[config.mk]
export PLATFORM = sky130hd
export DESIGN_NAME = load_store_unit
export DESIGN_NICKNAME = d
export VERILOG_FILES = /design/src/rtl/lsu_pkg.sv /design/src/rtl/lsu_align.sv /design/src/rtl/load_store_unit.sv
export SDC_FILE = /design/constraint.sdc
export NUM_CORES = 1
export LEC_CHECK = 0
export CAP_MARGIN = 20
export CORE_MARGIN = 2
export CORE_UTILIZATION = 30
export CTS_BUF_LIST = sky130_fd_sc_hd__clkbuf_8
export DETAILED_ROUTE_END_ITERATION = 10
export HOLD_SLACK_MARGIN = 0.1
export PLACE_DENSITY_LB_ADDON = 0.3
export SYNTH_ARGS = -nofsm -noshare
export SYNTH_HDL_FRONTEND = slang
export SYNTH_SLANG_ARGS = --single-unit
export TNS_END_PERCENT = 100
[constraint.sdc]
create_clock -name clk -period 5.7 [get_ports clk]
set_input_delay 1.14 -clock clk [delete_from_list [all_inputs] [get_ports clk]]
set_output_delay 1.14 -clock clk [all_outputs]
set_load 0.01 [all_outputs]
[src/rtl/lsu_pkg.sv]
// Shared encodings for the load/store unit: funct3 access codes, FSM states
// and the legality rule for a load/store request.
package lsu_pkg;

    localparam int REGISTER_WIDTH = 32;

    localparam logic [2:0] F3_B  = 3'b000;
    localparam logic [2:0] F3_H  = 3'b001;
    localparam logic [2:0] F3_W  = 3'b010;
    localparam logic [2:0] F3_BU = 3'b100;
    localparam logic [2:0] F3_HU = 3'b101;

    localparam logic [3:0] MASK_NONE = 4'b0000;

    typedef enum logic [1:0] {
        IDLE,
        REQ,
        RESP
    } state_t;

    // An access is illegal unless it is exactly one of load/store with a size code that kind supports
    function automatic logic access_illegal(input logic is_load, input logic is_store,
                                            input logic [2:0] funct3);
        if (is_load == is_store) begin
            return 1'b1;
        end
        if (is_load) begin
            return !(funct3 inside {F3_B, F3_H, F3_W, F3_BU, F3_HU});
        end
        return !(funct3 inside {F3_B, F3_H, F3_W});
    endfunction

endpackage

[src/rtl/lsu_align.sv]
// Combinational byte-lane steering: store data replication and byte mask,
// alignment check, and load-data extraction with sign/zero extension.
module lsu_align
    import lsu_pkg::*;
(
    input  logic [1:0]  store_size,
    input  logic [1:0]  store_offset,
    input  logic [31:0] store_data,
    output logic [31:0] wdata,
    output logic [3:0]  wmask,
    output logic        misaligned,
    input  logic [2:0]  load_funct3,
    input  logic [1:0]  load_offset,
    input  logic [31:0] rdata,
    output logic [31:0] load_data
);

    logic [7:0]  byte_sel;
    logic [15:0] half_sel;

    // Size code 11 never reaches memory (illegal), so it shares the word row
    always_comb begin
        wdata      = store_data;
        wmask      = 4'b1111;
        misaligned = 1'b0;
        case (store_size)
            2'b00: begin
                wdata = {4{store_data[7:0]}};
                wmask = 4'b0001 << store_offset;
            end
            2'b01: begin
                wdata      = {2{store_data[15:0]}};
                wmask      = store_offset[1] ? 4'b1100 : 4'b0011;
                misaligned = store_offset[0];
            end
            default: begin
                misaligned = (store_offset != 2'b00);
            end
        endcase
    end

    always_comb begin
        byte_sel = rdata[7:0];
        case (load_offset)
            2'b01:   byte_sel = rdata[15:8];
            2'b10:   byte_sel = rdata[23:16];
            2'b11:   byte_sel = rdata[31:24];
            default: byte_sel = rdata[7:0];
        endcase
        half_sel = load_offset[1] ? rdata[31:16] : rdata[15:0];
    end

    always_comb begin
        load_data = rdata;
        case (load_funct3)
            F3_B:    load_data = {{24{byte_sel[7]}}, byte_sel};
            F3_BU:   load_data = {24'b0, byte_sel};
            F3_H:    load_data = {{16{half_sel[15]}}, half_sel};
            F3_HU:   load_data = {16'b0, half_sel};
            default: load_data = rdata;
        endcase
    end

endmodule

[src/rtl/load_store_unit.sv]
// RV32I memory stage: issues one load or store over a req/ready port and
// returns the extended load result or an error with a one-cycle done pulse.
module load_store_unit
    import lsu_pkg::*;
#(
    parameter int register_width = REGISTER_WIDTH
) (
    input  logic                      clk,
    input  logic                      reset,
    input  logic                      start,
    input  logic                      is_load,
    input  logic                      is_store,
    input  logic [2:0]                funct3,
    input  logic [register_width-1:0] addr,
    input  logic [register_width-1:0] store_data,
    output logic                      mem_req,
    output logic                      mem_we,
    output logic [register_width-1:0] mem_addr,
    output logic [register_width-1:0] mem_wdata,
    output logic [3:0]                mem_wmask,
    input  logic                      mem_ready,
    input  logic [register_width-1:0] mem_rdata,
    output logic [register_width-1:0] load_data,
    output logic                      done,
    output logic                      err,
    output logic                      busy
);

    state_t state, state_next;

    logic [2:0]                funct3_q, funct3_next;
    logic [1:0]                offset_q, offset_next;
    logic                      load_kind_q, load_kind_next;
    logic                      mem_req_next, mem_we_next, done_next, err_next, busy_next;
    logic [register_width-1:0] mem_addr_next, mem_wdata_next, load_data_next;
    logic [3:0]                mem_wmask_next;

    logic [register_width-1:0] aligned_wdata, aligned_load;
    logic [3:0]                aligned_wmask;
    logic                      misaligned;

    lsu_align u_align (
        .store_size   (funct3[1:0]),
        .store_offset (addr[1:0]),
        .store_data   (store_data),
        .wdata        (aligned_wdata),
        .wmask        (aligned_wmask),
        .misaligned   (misaligned),
        .load_funct3  (funct3_q),
        .load_offset  (offset_q),
        .rdata        (mem_rdata),
        .load_data    (aligned_load)
    );

    // Error path spends two cycles in RESP so its done lands at the same
    // distance from start as a zero-wait memory access would.
    always_comb begin
        state_next     = state;
        funct3_next    = funct3_q;
        offset_next    = offset_q;
        load_kind_next = load_kind_q;
        mem_req_next   = mem_req;
        mem_we_next    = mem_we;
        mem_addr_next  = mem_addr;
        mem_wdata_next = mem_wdata;
        mem_wmask_next = mem_wmask;
        load_data_next = load_data;
        done_next      = 1'b0;
        err_next       = err;
        busy_next      = busy;
        case (state)
            IDLE: begin
                if (start) begin
                    busy_next      = 1'b1;
                    funct3_next    = funct3;
                    offset_next    = addr[1:0];
                    load_kind_next = is_load;
                    if (access_illegal(is_load, is_store, funct3) || misaligned) begin
                        state_next     = RESP;
                        err_next       = 1'b1;
                        mem_req_next   = 1'b0;
                        mem_we_next    = 1'b0;
                        mem_wmask_next = MASK_NONE;
                    end else begin
                        state_next     = REQ;
                        err_next       = 1'b0;
                        mem_req_next   = 1'b1;
                        mem_we_next    = is_store;
                        mem_addr_next  = {addr[register_width-1:2], 2'b00};
                        mem_wdata_next = is_store ? aligned_wdata : '0;
                        mem_wmask_next = is_store ? aligned_wmask : MASK_NONE;
                    end
                end
            end
            REQ: begin
                if (mem_ready) begin
                    state_next     = RESP;
                    mem_req_next   = 1'b0;
                    mem_wmask_next = MASK_NONE;
                    done_next      = 1'b1;
                    if (load_kind_q) begin
                        load_data_next = aligned_load;
                    end
                end
            end
            RESP: begin
                if (done) begin
                    state_next = IDLE;
                    busy_next  = 1'b0;
                end else begin
                    done_next = 1'b1;
                end
            end
            default: state_next = IDLE;
        endcase
    end

    always_ff @(posedge clk) begin
        if (reset) begin
            state       <= IDLE;
            funct3_q    <= '0;
            offset_q    <= '0;
            load_kind_q <= 1'b0;
            mem_req     <= 1'b0;
            mem_we      <= 1'b0;
            mem_addr    <= '0;
            mem_wdata   <= '0;
            mem_wmask   <= MASK_NONE;
            load_data   <= '0;
            done        <= 1'b0;
            err         <= 1'b0;
            busy        <= 1'b0;
        end else begin
            state       <= state_next;
            funct3_q    <= funct3_next;
            offset_q    <= offset_next;
            load_kind_q <= load_kind_next;
            mem_req     <= mem_req_next;
            mem_we      <= mem_we_next;
            mem_addr    <= mem_addr_next;
            mem_wdata   <= mem_wdata_next;
            mem_wmask   <= mem_wmask_next;
            load_data   <= load_data_next;
            done        <= done_next;
            err         <= err_next;
            busy        <= busy_next;
        end
    end

endmodule
==> impl_metrics.json <==
{
  "status": "complete, no violations",
  "grt-ovfl-total": 0,
  "rows": 46,
  "cts.sinks": 111,
  "antenna_found_initial": 0,
  "pre_cts_slack_ns": 1.76,
  "skew_ns": 0.0127,
  "vias": 4711,
  "final_layout_size_suffix_gt1_frac": 0.0552,
  "power_w": 0.00161,
  "synth.most_common_cell": "nand2_1",
  "syn-instance-count": 558,
  "post_cts_resized": 0,
  "ctsHoldBuffers": 0,
  "switching_share": 0.276,
  "synth.area.top_cells": "dfxtp_1 (46%), nand2_1 (9.6%), mux2i_1 (7.2%)",
  "gp_congestion": 0.809,
  "dieWidth_um": 131,
  "drv_cap": 0,
  "cts_tree": "yes",
  "yosys_warnings": 0,
  "coreArea_um2": 15800,
  "peakVddDrop_mv": 0.107,
  "min-delay-path-class": "flop to flop",
  "pwr-share-clk": 0.308,
  "period_share": 0.623,
  "syn_to_final_growth_pct": 49.7,
  "netSwitchingPower_w": 0.000443,
  "dieHeight_um": 131,
  "synthTopCellsByCount": "nand2_1 (124), dfxtp_1 (111), nor2_1 (47)",
  "pwr_density_cell_nw_per_um2": 221,
  "regToRegEndpoint": "load_data[15]",
  "leakage_nw": 2.48,
  "ys_seq_area_frac": 0.458,
  "setup_tns_ns": 0,
  "syn_avg_cell_area_um2": 8.69,
  "start_util": 0.306,
  "final_nets": 846,
  "critPathLaunch": "funct3[0]",
  "p_int_w": 0.00116,
  "grt_first_pass_wirelength_um": 25000,
  "worstSetupEndpoint": "mem_wdata[24]",
  "ant_nets": 0,
  "yosysTopAreaCellShare": 0.458,
  "slew_viol_final": 0,
  "max_slew_margin": 0.290,
  "combPwrFrac": 0.180,
  "hold_viol": 0,
  "setup_slack_ns": 2.15,
  "setup_viol": 0,
  "worst_pin_slew_ns": 1.06,
  "p_seq_frac": 0.512,
  "critPathRequiredTime_ns": 5.98,
  "cp-start-kind": "input pin",
  "design.die.area_um2": 17200,
  "fmax_mhz": 282,
  "grt_use_total": 0.179,
  "dr.pass1.iters": 4,
  "synth_area_um2": 4850,
  "clockBufferDepth": 2,
  "yosysTopAreaCell": "dfxtp_1",
  "synth_edf_count": 0,
  "grt_pass1_vias": 4725,
  "routed_wl_um": 15600,
  "cp_max_fo": 32,
  "insertion_delay_ns": 0.38,
  "rrSetupSlack_ns": 2.90,
  "ios": 210,
  "grt_max_degree": 77,
  "vias_per_cell": 4.91,
  "path_clk_slew_ns": 0.10,
  "cts_setup_buffers": 0,
  "regToRegStartpoint": "offset_q[1]",
  "synth-seq-cells": 111,
  "synth_ff_type": "dfxtp_1",
  "drc": 0,
  "synth_cell_type_count": 50,
  "path_class": "input pin to flop",
  "fin_crit_ns": 3.55,
  "port_buffers": 207,
  "hpwlAfterDp_um": 11500,
  "routedWlPerCell_um": 16.3,
  "end_kind": "flop",
  "synthArstFlopShare": 0,
  "insertedDiodeCount": 0,
  "rsz0062_at_grt": "no",
  "root_buffer": "clkbuf_8",
  "drt_iter0_drc": 248,
  "arrival_ns": 3.83,
  "finalCoreUtilization": 0.458,
  "r2r.worst_path.cells": 4,
  "cts_buffers": 9,
  "cts_max_level": 3
}
-- stage by stage --
step,hold slack [ns],std cells,area (um2)
3_3_place_gp,0.442,941,7030
6_report,0.461,959,7260
3_5_place_dp,0.450,941,7030
4_1_cts,0.465,957,7240
2_1_floorplan,0.445,559,4850
5_1_grt,0.484,959,7260
-- cell usage in the layout, fill, tap and decap left out, types with 6 or more instances in the layout --
master,Yosys,final
a2111oi_0,9,9
a211oi_1,17,17
a21oi_1,42,42
a22o_1,16,16
a311oi_1,7,7
buf_4,3,6
clkbuf_8,0,11
clkdlybuf4s50_1,0,206
dfxtp_1,111,111
mux2i_1,35,35
nand2_1,124,124
nand3b_1,9,9
nor2_1,47,46
nor3_1,8,8
o211ai_1,8,8
o21ai_0,16,16
o2bb2ai_1,10,10
o2bb2ai_2,9,9
-- final cells by class --
cell class | count | area (um2)
fill | 1512 | 8570
inverter | 4 | 15.0
sequential | 111 | 2220
tap | 216 | 270
multi-input combinational | 398 | 2420
clock buffer | 10 | 138
timing repair buffer | 214 | 2130
clock inverter | 6 | 65.1
-- power groups by stage --
stage	Combinational, W	Sequential [W]	Clock, W
floorplan	0.000145	0.000834	0
CTS	0.000290	0.000823	0.000514
global route	0.000316	0.000827	0.000542
detailed placement	0.000288	0.000840	0
finish	0.000289	0.000823	0.000495
global placement	0.000283	0.000839	0
-- critical path: stages --
cell and delay (ns):
clkdlybuf4s50_1 0.82, or4_4 0.65, a211oi_4 0.21, buf_4 0.36
nor2_2 0.07, buf_4 0.29, a22o_1 0.27
-- layer usage --
metal,track usage,vias to the layer above,wire length (um)
met3,0.0536,26,1230
met1,0.217,2162,6760
met5,0,-,0
met2,0.298,196,7240
li1,-,2327,-
met4,0.0707,0,409
-- cells by family (layout without fill, tap and decap cells) --
group | count (synthesis) | count (layout) | share of synthesized area
simple gates | 209 | 209 | 0.186
compound gates | 149 | 149 | 0.230
flops | 111 | 111 | 0.458
buf+inv | 50 | 234 | 0.0452
mux | 35 | 35 | 0.0723
fa+ha+maj | 3 | 3 | 0.00774
other cells | 1 | 2 | 0.000773
-- registers in the layout, indices dropped and copies added (netlist names) --
signal       cells
busy             1
done             1
err              1
funct3_q         3
load_data       32
load_kind_q      1
mem_addr        30
mem_req          1
mem_wdata       32
mem_we           1
mem_wmask        4
offset_q         2
state            2
-- worst min-delay path by stage --
stage               cells after the start    startpoint      endpoint
floorplan                               2   load_kind_q   load_kind_q
global placement                        2  mem_addr[12]  mem_addr[12]
detailed placement                      2  mem_addr[30]  mem_addr[30]
CTS                                     2  mem_addr[30]  mem_addr[30]
global route                            2  mem_addr[21]  mem_addr[21]
finish                                  2  mem_addr[10]  mem_addr[10]
Power figures use the tool's default switching activity.
